[src/rtl/alu_pkg.sv]
// Shared constants for the ALU command path: opcodes, data width and sequencer states.
package alu_pkg;

   localparam int DATA_W = 8;

   localparam logic [2:0] OP_ADD  = 3'b000;
   localparam logic [2:0] OP_SUB  = 3'b001;
   localparam logic [2:0] OP_AND  = 3'b010;
   localparam logic [2:0] OP_OR   = 3'b011;
   localparam logic [2:0] OP_XOR  = 3'b100;
   localparam logic [2:0] OP_NAND = 3'b101;
   localparam logic [2:0] OP_NOR  = 3'b110;
   localparam logic [2:0] OP_XNOR = 3'b111;

   typedef enum logic [2:0] {
      ST_IDLE  = 3'd0,
      ST_GET_A = 3'd1,
      ST_GET_B = 3'd2,
      ST_EXEC  = 3'd3,
      ST_OUT   = 3'd4
   } state_t;

endpackage

[src/rtl/ALU.sv]
// Combinational 8-bit ALU; carry is always the unsigned add carry regardless of opcode.
module ALU
   import alu_pkg::*;
(
   input  logic [2:0]        op,
   input  logic [DATA_W-1:0] a,
   input  logic [DATA_W-1:0] b,
   output logic [DATA_W-1:0] result,
   output logic              carry
);

   logic [DATA_W:0] sum;

   assign sum   = {1'b0, a} + {1'b0, b};
   assign carry = sum[DATA_W];

   always_comb begin
      result = '0;
      case (op)
         OP_ADD:  result = sum[DATA_W-1:0];
         OP_SUB:  result = a - b;
         OP_AND:  result = a & b;
         OP_OR:   result = a | b;
         OP_XOR:  result = a ^ b;
         OP_NAND: result = ~(a & b);
         OP_NOR:  result = ~(a | b);
         OP_XNOR: result = ~(a ^ b);
         default: result = '0;
      endcase
   end

endmodule

[src/rtl/alu_cmd_sequencer.sv]
// Collects opcode/a/b bytes, runs one ALU operation and holds the result until taken.
//
// state  | meaning
// IDLE   | waiting for opcode byte
// GET_A  | waiting for operand a
// GET_B  | waiting for operand b
// EXEC   | one cycle: ALU result registered
// OUT    | result valid, held until res_ready
module alu_cmd_sequencer
   import alu_pkg::*;
(
   input  logic              clk,
   input  logic              rst,
   input  logic [DATA_W-1:0] in_data,
   input  logic              in_valid,
   output logic              in_ready,
   output logic [DATA_W-1:0] res_data,
   output logic              res_carry,
   output logic              res_zero,
   output logic              res_valid,
   input  logic              res_ready,
   output logic              busy
);

   state_t            state;
   state_t            state_nxt;
   logic [2:0]        op;
   logic [DATA_W-1:0] opnd_a;
   logic [DATA_W-1:0] opnd_b;
   logic [DATA_W-1:0] alu_result;
   logic              alu_carry;
   logic              in_xfer;
   logic              in_data_unused;

   // only the low three bits of the opcode byte carry meaning
   assign in_data_unused = ^in_data[DATA_W-1:3];

   ALU u_alu (
      .op     (op),
      .a      (opnd_a),
      .b      (opnd_b),
      .result (alu_result),
      .carry  (alu_carry)
   );

   always_ff @(posedge clk) begin
      if (rst) state <= ST_IDLE;
      else     state <= state_nxt;
   end

   always_comb begin
      state_nxt = state;
      in_ready  = 1'b0;
      res_valid = 1'b0;
      busy      = 1'b1;
      case (state)
         ST_IDLE: begin
            in_ready = 1'b1;
            busy     = 1'b0;
            if (in_valid) state_nxt = ST_GET_A;
         end
         ST_GET_A: begin
            in_ready = 1'b1;
            if (in_valid) state_nxt = ST_GET_B;
         end
         ST_GET_B: begin
            in_ready = 1'b1;
            if (in_valid) state_nxt = ST_EXEC;
         end
         ST_EXEC: state_nxt = ST_OUT;
         ST_OUT: begin
            res_valid = 1'b1;
            if (res_ready) state_nxt = ST_IDLE;
         end
         default: state_nxt = ST_IDLE;
      endcase
   end

   assign in_xfer = in_valid && in_ready;

   always_ff @(posedge clk) begin
      if (rst) begin
         op        <= '0;
         opnd_a    <= '0;
         opnd_b    <= '0;
         res_data  <= '0;
         res_carry <= 1'b0;
         res_zero  <= 1'b0;
      end else begin
         if (in_xfer && state == ST_IDLE)  op     <= in_data[2:0];
         if (in_xfer && state == ST_GET_A) opnd_a <= in_data;
         if (in_xfer && state == ST_GET_B) opnd_b <= in_data;
         if (state == ST_EXEC) begin
            res_data  <= alu_result;
            res_carry <= alu_carry;
            res_zero  <= (alu_result == '0);
         end
      end
   end

endmodule
[config.mk]
export PLATFORM = sky130hd
export DESIGN_NAME = alu_cmd_sequencer
export DESIGN_NICKNAME = d
export VERILOG_FILES = /design/src/rtl/alu_pkg.sv /design/src/rtl/ALU.sv /design/src/rtl/alu_cmd_sequencer.sv
export SDC_FILE = /design/constraint.sdc
export NUM_CORES = 1
export LEC_CHECK = 0
export ABC_AREA = 0
export CORE_MARGIN = 2
export CORE_UTILIZATION = 62
export DETAILED_ROUTE_END_ITERATION = 6
export MAX_ROUTING_LAYER = met4
export PLACE_DENSITY = 0.91
export SYNTH_ARGS = -nofsm -noshare
export SYNTH_HDL_FRONTEND = slang
export SYNTH_SLANG_ARGS = --single-unit
export TNS_END_PERCENT = 20
[constraint.sdc]
create_clock -name clk -period 5.1 [get_ports clk]
set_input_delay 0.51 -clock clk [delete_from_list [all_inputs] [get_ports clk]]
set_output_delay 0.51 -clock clk [all_outputs]
set_load 0.005 [all_outputs]
==> results.json, run 1 <==
{
  "drcViolationCount": 0,
  "yosys.area.top_type": "dfxtp_1",
  "synth_commonest_cells": "nand2_1, a21oi_1, dfxtp_1, nor2_1, inv_1",
  "setup_violations": 0,
  "crit_path_cell_trace": "nor2b_1, a22oi_1, o21ai_0, a211oi_1, nor4b_1, nand3b_1, o41ai_2",
  "fin_crit_ns": 2.75,
  "synthMostInstantiatedCell": "nand2_1",
  "crit_required_ns": 5.29,
  "powerDensity_nw_per_um2": 215,
  "grt_pass1_vias": 2098,
  "numCtsBuffers": 5,
  "dpl.cell_count": 371,
  "synthCells": 318,
  "clock_skew_ns": 0.00420,
  "hold_viol": 0,
  "die_area_um2": 4500,
  "cts.clk_slew.worst_paths_ns": 0.06,
  "setup.worst_path.end_class": "register",
  "synth_area_um2": 2470,
  "worst-path-buf-inv": 0,
  "synth_warnings": 0,
  "ys_ff_latch": 32,
  "portBuffers": 24,
  "status": "completed",
  "critPathTopFamily": "flip-flops",
  "drv_slew": 0,
  "cts_buffer_depth": 2,
  "finalSetupTns_ns": 0,
  "layout-drive-gt1-share_pct": 5.15,
  "async_flop_share_pct": 0,
  "cpPeakStageDelay_ns": 0.98,
  "syn_to_final_growth_pct": 11.5,
  "max_freq_mhz": 364,
  "synth_edf_count": 0,
  "dr.pass1.iters": 5,
  "syn_avg_cell_area_um2": 7.76,
  "peakVddDrop_v": 0.000209,
  "total_power_uw": 591,
  "drv_cap": 0,
  "htreeDepth": 2,
  "rsz0062_at_grt": "no",
  "dp_hpwl_um": 4100,
  "cts_resized": 0,
  "viasPerCell": 6.15,
  "avgRoutedWirePerCell_um": 15.1,
  "antennaDiodeCount": 0,
  "drt_iter0_drc": 241,
  "wirelength_um": 5710,
  "initial_core_util_pct": 65.9,
  "fp-row-count": 22,
  "cp_max_fo": 32,
  "cts_setup_buffers": 0,
  "synth_fp_nets": 355,
  "fillers": 293,
  "num_vias": 2324,
  "final_core_util_pct": 73.5,
  "grt_start_max_net_pins": 34,
  "grt-ovfl-total": 0,
  "hp-class": "reg2reg",
  "worst_pin_slew_ns": 1.17,
  "grt_usage_pct": 29.0,
  "nets": 367,
  "max-slew-margin-rel_pct": 22.1,
  "leakagePower_uw": 0.00102,
  "ant_nets": 0,
  "cp-start-kind": "register",
  "slowest_stage": "dfxtp_1",
  "ioPinCount": 25,
  "ys_seq_area_share_pct": 26.0,
  "die_h_um": 67.1,
  "die_w_um": 67.1,
  "grt_pass1_wl_um": 9600,
  "synth_cell_types": 58,
  "synth_top_area_share_pct": 26.0,
  "clkSinkCount": 32,
  "period_share_pct": 53.9,
  "cts-root-buf": "clkbuf_8",
  "arrival_ns": 2.94,
  "hold_buffers": 0,
  "antenna_found_initial": 0,
  "setup.worst_path.class": "reg2reg",
  "finalNonFillerCells": 378,
  "core_um2": 3740,
  "clock_latency_ns": 0.29,
  "synth_flop_cell": "dfxtp_1",
  "ys_top_cells_by_area": "dfxtp_1, ha_1, a21oi_1",
  "place_congestion": 1.05,
  "cts_tree": "built"
}
-- kinds of logic (layout without fill, tap and decap cells) --
group / after synthesis / in the layout / synth area share [%]
fa+ha+maj: 25 / 25 / 13.3
flops: 32 / 32 / 26.0
compound gates: 87 / 87 / 23.8
xor+xnor: 7 / 7 / 2.79
simple gates: 104 / 104 / 19.6
mux: 16 / 16 / 6.49
buf+inv: 47 / 59 / 8.11
-- layer usage --
| layer | GRT usage, % | up-vias | part of all wire (%) |
|---|---|---|---|
| li1 | - | 1133 | - |
| met1 | 36.0 | 1044 | 42 |
| met2 | 44.9 | 126 | 46 |
| met3 | 7.26 | 21 | 8.1 |
| met4 | 11.5 | 0 | 3.4 |
| met5 | - | - | 0 |
-- power breakdown --
part           switching (µW)  internal, µW  leakage, µW
clock network            88.6          92.5    0.0000410
registers                17.3           257     0.000259
logic                    74.2          60.8     0.000719
total                     180           411      0.00102
-- registers in the layout, summed over array words and instances, names as in the netlist --
name / flops
opnd_a: 8
opnd_b: 8
res_data: 8
op: 3
state: 3
res_carry: 1
res_zero: 1
-- worst reg2reg max path: stages (launching register included) --
cell and delay [ns]:
dfxtp_1 0.98, nor2b_1 0.25, a22oi_1 0.29, o21ai_0 0.10
a211oi_1 0.27, nor4b_1 0.35, nand3b_1 0.17, o41ai_2 0.24
-- final cells by class --
| cell class | count | area (µm²) | area share [%] |
|---|---|---|---|
| sequential | 32 | 641 | 23.3 |
| clock buffer | 6 | 72.6 | 2.64 |
| timing repair buffer | 24 | 240 | 8.73 |
| multi-input combinational | 239 | 1630 | 59.2 |
| clock inverter | 1 | 5.00 | 0.182 |
| tap | 48 | 60.1 | 2.18 |
| inverter | 28 | 105 | 3.82 |
-- stage by stage --
step	hold slack (ns)	worst slack (ns)	cell area [µm²]
finish	0.454	2.35	2750
global route	0.467	2.08	2750
CTS	0.455	2.47	2750
detailed placement	0.446	2.49	2670
global placement	0.442	2.59	2670
floorplan	0.453	2.71	2470
-- cells in the final DEF (no fill, tap or decap), types with 3 or more instances in the layout --
cell	instances
nor2b_1	4
a22oi_1	3
xor2_1	3
ha_1	23
mux2i_1	16
clkdlybuf4s50_1	24
o211ai_1	5
a21o_1	3
nor2_1	27
xnor2_1	3
o21ai_0	12
inv_1	26
nor3_1	6
a211oi_1	6
a21oi_1	32
clkbuf_8	5
nand3_1	5
or3_1	3
nand2b_1	8
nand2_1	40
dfxtp_1	32
-- final timing paths --
| kind | cells after the start | from | end | slack (ns) |
|---|---|---|---|---|
| worst max-delay path | 7 | op[0] | res_zero | 2.35 |
| worst min register to register | 2 | res_data[4] | res_data[4] | 0.45 |
| worst min-delay path | 2 | res_data[4] | res_data[4] | 0.45 |
| worst max register to register | 7 | op[0] | res_zero | 2.35 |
No activity file was read; power rests on OpenSTA's default activity.
==> run 2: changes to the inputs <==
--- a/config.mk
+++ b/config.mk
@@ -7,10 +7,10 @@
 export LEC_CHECK = 0
 export ABC_AREA = 0
 export CORE_MARGIN = 2
-export CORE_UTILIZATION = 62
+export CORE_UTILIZATION = 57
 export DETAILED_ROUTE_END_ITERATION = 6
 export MAX_ROUTING_LAYER = met4
-export PLACE_DENSITY = 0.91
+export PLACE_DENSITY = 0.85
 export SYNTH_ARGS = -nofsm -noshare
 export SYNTH_HDL_FRONTEND = slang
 export SYNTH_SLANG_ARGS = --single-unit
==> constraint.sdc (replaced) <==
create_clock -name clk -period 2.6 [get_ports clk]
set_input_delay 0.26 -clock clk [delete_from_list [all_inputs] [get_ports clk]]
set_output_delay 0.26 -clock clk [all_outputs]
set_load 0.005 [all_outputs]
==> run 2 against run 1 <==
  * Die area up 8.2%
  * Critical path depth is 2 higher
  * Core utilization fell by 3.6 points
  * First-iteration DRC count is 15% lower
  * Via count up 2.7%
  * Power up 110%
  * Maximum frequency up 8.6%
==> results.json, run 2 (synthesis gave the netlist of run 1 again) <==
{
  "clock_skew_ns": 0.00443,
  "wirelength_um": 6130,
  "hp-class": "reg2reg",
  "worst_pin_slew_ns": 0.636,
  "setup.worst_path.class": "reg2reg",
  "grt_pass1_vias": 2089,
  "place_congestion": 1.02,
  "dp_hpwl_um": 4340,
  "layout-drive-gt1-share_pct": 8.48,
  "drt_iter0_drc": 204,
  "setup.worst_path.end_class": "register",
  "hold-path-endpoint": "res_data[4]",
  "fin_hold_ws_ns": 0.453,
  "cts-root-buf": "clkbuf_8",
  "die_w_um": 69.8,
  "powerDensity_nw_per_um2": 426,
  "die_h_um": 69.8,
  "antennaDiodeCount": 0,
  "layout_commonest_cell": "nand2_1",
  "worstReg2RegStart": "opnd_a[4]",
  "fp-row-count": 23,
  "max_freq_mhz": 395,
  "crit_required_ns": 2.78,
  "ff2ff_path_depth": 9,
  "drcViolationCount": 0,
  "die_area_um2": 4870,
  "avgRoutedWirePerCell_um": 15.6,
  "nets": 378,
  "cp-start-kind": "register",
  "rrSetupSlack_ns": 0.07,
  "max-slew-margin-rel_pct": 57.5,
  "drv_cap": 0,
  "grt_usage_pct": 26.1,
  "total_power_uw": 1220,
  "fin_crit_ns": 2.53,
  "multi_input_area_um2": 1640,
  "grt_pass1_wl_um": 9910,
  "peakVddDrop_v": 0.000346,
  "clkSinkCount": 32,
  "viasPerCell": 6.09,
  "cts_buffer_depth": 2,
  "cts_tree": "built",
  "dr.pass1.iters": 5,
  "setup_violations": 0,
  "cts.clk_slew.worst_paths_ns": 0.06,
  "dpl.cell_count": 384,
  "hold_viol": 0,
  "arrival_ns": 2.71,
  "grt-ovfl-total": 0,
  "clock_latency_ns": 0.29,
  "seqCellArea_um2": 641,
  "core_um2": 4090,
  "syn_to_final_growth_pct": 15.8,
  "status": "completed",
  "period_share_pct": 97.3,
  "ant_nets": 0,
  "antenna_found_initial": 0,
  "initial_core_util_pct": 60.4,
  "reg_top3": "opnd_a x8, opnd_b x8, res_data x8",
  "num_vias": 2387,
  "htreeDepth": 2,
  "portBuffers": 24,
  "hold_start": "res_data[4]",
  "grt_start_max_net_pins": 33,
  "ioPinCount": 25,
  "drv_slew": 0,
  "fillers": 357,
  "cp_max_fo": 9,
  "holdPathStages": 2,
  "layout_common_cells": "nand2_1, a21oi_1, dfxtp_1",
  "timing.rr.end": "res_zero",
  "leakagePower_uw": 0.00108,
  "numCtsBuffers": 5,
  "finalNonFillerCells": 392
}
==> run 2: repair_timing <==
item / in CTS / in global routing
resized for setup: 0 / 2
hold buffers: 0 / 0
setup endpoints to repair: 0 / 1
setup buffers: 0 / 0
==> run 2: report_power, final <==
group / internal, µW / switching [µW]
clock network: 216 / 177
logic: 132 / 167
registers: 505 / 21.2
total: 852 / 365
==> run 2: final cells by class <==
type                    count  area share (%)
multi-input cells         239            57.3
clock buffers               8            3.15
inverters                  28            3.68
flip-flops and latches     32            22.4
repair buffers             35            11.3
well taps                  50            2.19
==> run 2: critical path, cell delays in order, from the launching register on <==
cell	delay (ns)
dfxtp_1	0.38
inv_1	0.06
ha_1	0.46
inv_1	0.16
a221oi_2	0.29
a21boi_1	0.14
o32ai_1	0.35
a211oi_1	0.17
nand3b_1	0.20
o41ai_2	0.22
==> run 2: stage by stage <==
stage               cell area (µm²)  setup slack, ns   TNS, ns  utilization (%)
floorplan                      2470            0.213         0                -
global placement               2760            0.200         0             67.5
detailed placement             2760           0.0632         0             67.5
CTS                            2850           0.0483         0             69.7
global route                   2860         -0.00448  -0.00448             69.9
finish                         2860           0.0701         0             69.9
==> run 2: layer usage <==
layer / part of all wire, % / global-route usage (%) / vias up
li1: - / - / 1152
met1: 42 / 34.4 / 1069
met2: 45 / 37.8 / 140
met3: 9.1 / 5.38 / 26
met4: 4.0 / 13.2 / 0
met5: 0 / - / -
==> run 2: worst max path at each step <==
| stage | startpoint | end | depth (start not counted) |
|---|---|---|---|
| finish | opnd_a[4] | res_zero | 9 |
| detailed placement | opnd_b[1] | res_zero | 9 |
| floorplan | opnd_a[1] | res_zero | 9 |
| global route | opnd_a[4] | res_zero | 9 |
| CTS | opnd_b[1] | res_zero | 9 |
| global placement | opnd_b[1] | res_zero | 9 |
==> run 3: changes to the inputs <==
--- a/config.mk
+++ b/config.mk
@@ -11,6 +11,7 @@
 export DETAILED_ROUTE_END_ITERATION = 6
 export MAX_ROUTING_LAYER = met4
 export PLACE_DENSITY = 0.85
+export SLEW_MARGIN = 20
 export SYNTH_ARGS = -nofsm -noshare
 export SYNTH_HDL_FRONTEND = slang
 export SYNTH_SLANG_ARGS = --single-unit
==> results of run 3 <==
Same layout as run 2: the final DEF is identical, and so are final timing and power.
==> variant 1: new RTL, settings of run 2 <==
The 5 states of `state_t` get a one-hot encoding in 5 bits.
--- a/src/rtl/alu_pkg.sv
+++ b/src/rtl/alu_pkg.sv
@@ -13,10 +13,10 @@
    localparam logic [2:0] OP_XNOR = 3'b111;
 
-   typedef enum logic [2:0] {
-      ST_IDLE  = 3'd0,
-      ST_GET_A = 3'd1,
-      ST_GET_B = 3'd2,
-      ST_EXEC  = 3'd3,
-      ST_OUT   = 3'd4
+   typedef enum logic [4:0] {
+      ST_IDLE  = 5'b00001,
+      ST_GET_A = 5'b00010,
+      ST_GET_B = 5'b00100,
+      ST_EXEC  = 5'b01000,
+      ST_OUT   = 5'b10000
    } state_t;
 
Formal check against the unedited RTL: no difference found for any inputs over 10 cycles, from zero or initial values and one cycle with rst high; not proved beyond that.
==> variant 1 against run 2 <==
Cell area grew 4.5%. Area after synthesis up 6.2%. Via count about the same. Setup slack improved by 110 ps. Sequential cell count rose by 2. Utilization shrank 1.8 points. Final cell count up 2.6%. Power is 1.4% higher. Global-route usage up 0.46 points. Routed wire length fell by 0.33%. Largest power group unchanged.
==> variant 1: results (changes against run 2) <==
SETUP PATH
------------------------------------------------------------------------------
Worst endpoint data arrival time                                       2670 ps   -40 ps

GLOBAL ROUTE
------------------------------------------------------------------------------
Met3 layer usage reported by global route                                5.06%   -0.31 points
Vias in the first global route                                            2254   +7.9%
Global-route wire length before repair                                10500 µm   +5.7%

POWER
------------------------------------------------------------------------------
Sw power                                                              0.370 mW   +1.1%
Total Power                                                            1.24 mW   +1.4%
LEAKAGE                                                                1.26 nW   +17%
Worst IR drop on VDD                                                0.000259 V   -25%
Clock net power                                                       0.407 mW   +4%

TIMING
------------------------------------------------------------------------------
Ratio of final minimum period to clock period                            93.2%   -4.1 points
Relative slew slack                                                      46.9%   -11 points

YOSYS
------------------------------------------------------------------------------
Synthesized-area fraction occupied by xor and xnor cells                 1.67%   -1.1 points
Adder-cell share of the synthesized area                                 12.5%   -0.77 points
Commonest cells post-synth                                        sky130_fd_sc_hd__nor2_1, sky130_fd_sc_hd__dfxtp_1, sky130_fd_sc_hd__inv_1
Sequential area share after synthesis                                    26.0%   about the same
Share of the synthesized area in compound gates (AO/OA/AOI/OAI)          21.1%   -2.8 points

LAYOUT
------------------------------------------------------------------------------
Data buffer area share                                                   10.3%   -0.99 points
Final cell count without fillers                                           402   +2.6%
Multi-input gates                                                          243   +1.7%
Final core occ                                                           68.1%   -1.8 points
Fraction of final layout cells sized beyond drive strength 1             8.86%   +0.38 points

PLACEMENT
------------------------------------------------------------------------------
Post-placement worst setup slack                                        194 ps   +131 ps

DETAILED ROUTING
------------------------------------------------------------------------------
Wire length on met3                                                     350 µm   -37%

RUN STATUS
------------------------------------------------------------------------------
Status                                                            finished, final reports clean

CTS
------------------------------------------------------------------------------
TritonCTS sink count                                                        34   +6.3%

==> variant 1: cell count changes after synthesis, sizes merged, moves of 3 or more <==
cell | before | now
a21oi | 33 | 23
mux2i | 16 | 24
nor2 | 29 | 46
inv | 27 | 32
o21ai | 13 | 17
a31oi | 1 | 4
clkbuf | 9 | 6
nor2b | 4 | 8
nand4 | 0 | 4
nand2 | 40 | 22
o22ai | 1 | 4
or3 | 3 | 0
==> variant 1: worst reg2reg max path, stage by stage, from the launching register on <==
cell and delay [ps]:
sky130_fd_sc_hd__dfxtp_1 390, sky130_fd_sc_hd__ha_1 210, sky130_fd_sc_hd__inv_1 90, sky130_fd_sc_hd__fa_1 490
sky130_fd_sc_hd__inv_1 40, sky130_fd_sc_hd__mux4_2 440, sky130_fd_sc_hd__nor2_1 150, sky130_fd_sc_hd__o211ai_1 110
sky130_fd_sc_hd__nor4b_1 300, sky130_fd_sc_hd__a31o_1 180
==> variant 2: new RTL, settings of run 2 <==
Without the edit above. Set the package constant `DATA_W` to 10 (it was 8).
--- a/src/rtl/alu_pkg.sv
+++ b/src/rtl/alu_pkg.sv
@@ -2,5 +2,5 @@
 package alu_pkg;
 
-   localparam int DATA_W = 8;
+   localparam int DATA_W = 10;
 
    localparam logic [2:0] OP_ADD  = 3'b000;
Ports: changed (resized in_data and res_data); port bits go from 25 to 29. The function was not compared with the original's and may differ.
==> variant 2 against run 2 <==
Area after synthesis increased by 28%. Largest cell class unchanged. Sequential cell count increased by 6. Setup slack got worse by 20 ps. Clock skew increased by 8.4 ps. Power increased by 19%. Cell area increased by 28%. Via count increased by 27%. Critical path depth increased by 3. Routed wire length increased by 29%. Sequential power increased by 18%. Critical endpoint unchanged. First-iteration DRC count decreased by 6.4%.
==> variant 2: results (changes against run 2) <==
TIMING
----------------------------------------------------------------------------
Worst hold-check slack                                                462 ps   +9.21 ps
Relative slew slack                                                    54.9%   -2.6 points
Final Skew                                                           12.8 ps   +8.40 ps

SETUP PATH
----------------------------------------------------------------------------
Worst endpoint data arrival time                                     2780 ps   +70 ps
Critical Path Slowest Stage Cell                                sky130_fd_sc_hd__mux4_2

YOSYS
----------------------------------------------------------------------------
Post-Syn Instances                                                       413   +30%
Distinct cells, synth                                                     60   +3.4%
Commonest cells post-synth                                      sky130_fd_sc_hd__nand2_1, sky130_fd_sc_hd__a21oi_1, sky130_fd_sc_hd__dfxtp_1
Leading post-synthesis cells by cell area                       sky130_fd_sc_hd__dfxtp_1, sky130_fd_sc_hd__ha_1, sky130_fd_sc_hd__nand2_1
Sequential area share after synthesis                                  24.1%   -1.8 points

PLACEMENT
----------------------------------------------------------------------------
IO Port Bufs                                                              28   +17%
Number of placed instances, taps included                                506   +32%
Detailed placement HPWL                                              5930 µm   +37%
Global placement routability congestion                                0.974   -4.4%

CTS
----------------------------------------------------------------------------
Clock-pin transition on the worst setup and hold timing paths          80 ps   +20 ps

DETAILED ROUTING
----------------------------------------------------------------------------
Detail-routed via count per cell                                        5.86   -3.8%
Average detailed-routed wire length per instance                     15.2 µm   -2.5%
Starting DRT DRC Count                                                   191   -6.4%
WL final                                                             7880 µm   +29%
Metal-1 WL                                                           3490 µm   +35%
Detail Route met2 WL                                                 3680 µm   +34%

RUN STATUS
----------------------------------------------------------------------------
Status                                                          finished, final reports clean

LAYOUT
----------------------------------------------------------------------------
Fraction of final layout cells sized beyond drive strength 1           14.2%   +5.7 points
Filler cell count                                                        455   +27%
Net count of the finished layout                                         489   +29%
Largest registers                                               opnd_a x10, opnd_b x10, res_data x10

GLOBAL ROUTE
----------------------------------------------------------------------------
Global-route wire length before repair                              13100 µm   +32%
Vias in the first global route                                          2841   +36%
Global routing usage summed across all routing layers                  27.4%   +1.3 points
Largest net degree at the start of global routing                         39   +18%

MIN PATH
----------------------------------------------------------------------------
Worst-case hold path end point                                  res_carry$_SDFFE_PP0P_
Hold Path Origin                                                res_carry$_SDFFE_PP0P_

POWER
----------------------------------------------------------------------------
LEAKAGE                                                              1.32 nW   +22%

variant 2: per-stage QoR:
stage                     setup WS (ps)  cell area (µm²)  power, mW
after detailed placement          -13.7             3490       1.00
after global routing               -118             3670       1.52
after CTS                          11.4             3590       1.43
final                              50.4             3670       1.44
after global placement             98.6             3490      0.992
after floorplan                     230             3150      0.900
variant 2: final cells by class:
class	count	area share [%]
multi-input combinational	315	58.5
sequential	38	21.0
timing repair buffer	49	11.9
inverter	35	3.58
tap	72	2.46
clock buffer	6	2.25
clock inverter	2	0.341
variant 2: timing repair:
action / CTS / global route
endpoints found under the hold margin: 0 / 0
setup endpoints to repair: 1 / 4
pin swaps: 0 / 6
resized for setup: 1 / 20
buffers inserted: 0 / 3
variant 2: logic make-up (layout without fill, tap and decap cells):
family / Yosys count / after routing / synth area share, %
xor+xnor: 6 / 6 / 1.67
buf+inv: 60 / 92 / 9.60
mux: 20 / 20 / 8.13
flops: 38 / 38 / 24.1
fa+ha+maj: 31 / 31 / 12.8
compound gates: 106 / 106 / 20.8
simple gates: 152 / 152 / 22.9
variant 2: worst register-to-register path, delay by kind of cell (launching register included):
family | cells | cell delay, ps
AOI/OAI and AO/OA | 2 | 270
DFF | 1 | 340
muxes | 1 | 520
adders and majority gates | 2 | 580
buffers and inverters | 2 | 110
and+or+nand+nor | 5 | 650
variant 2: power groups by stage:
stage / clock network [mW] / logic, mW / registers, mW
final: 0.433 / 0.389 / 0.622
after global routing: 0.463 / 0.429 / 0.626
after CTS: 0.441 / 0.368 / 0.622
after detailed placement: 0 / 0.365 / 0.636
after global placement: 0 / 0.358 / 0.634
after floorplan: 0 / 0.278 / 0.622
variant 2: per-layer routing:
metal	GRT usage, %	vias up
met4	10.2	0
met1	36.0	1410
met5	-	-
met2	42.8	113
li1	-	1486
met3	4.25	20
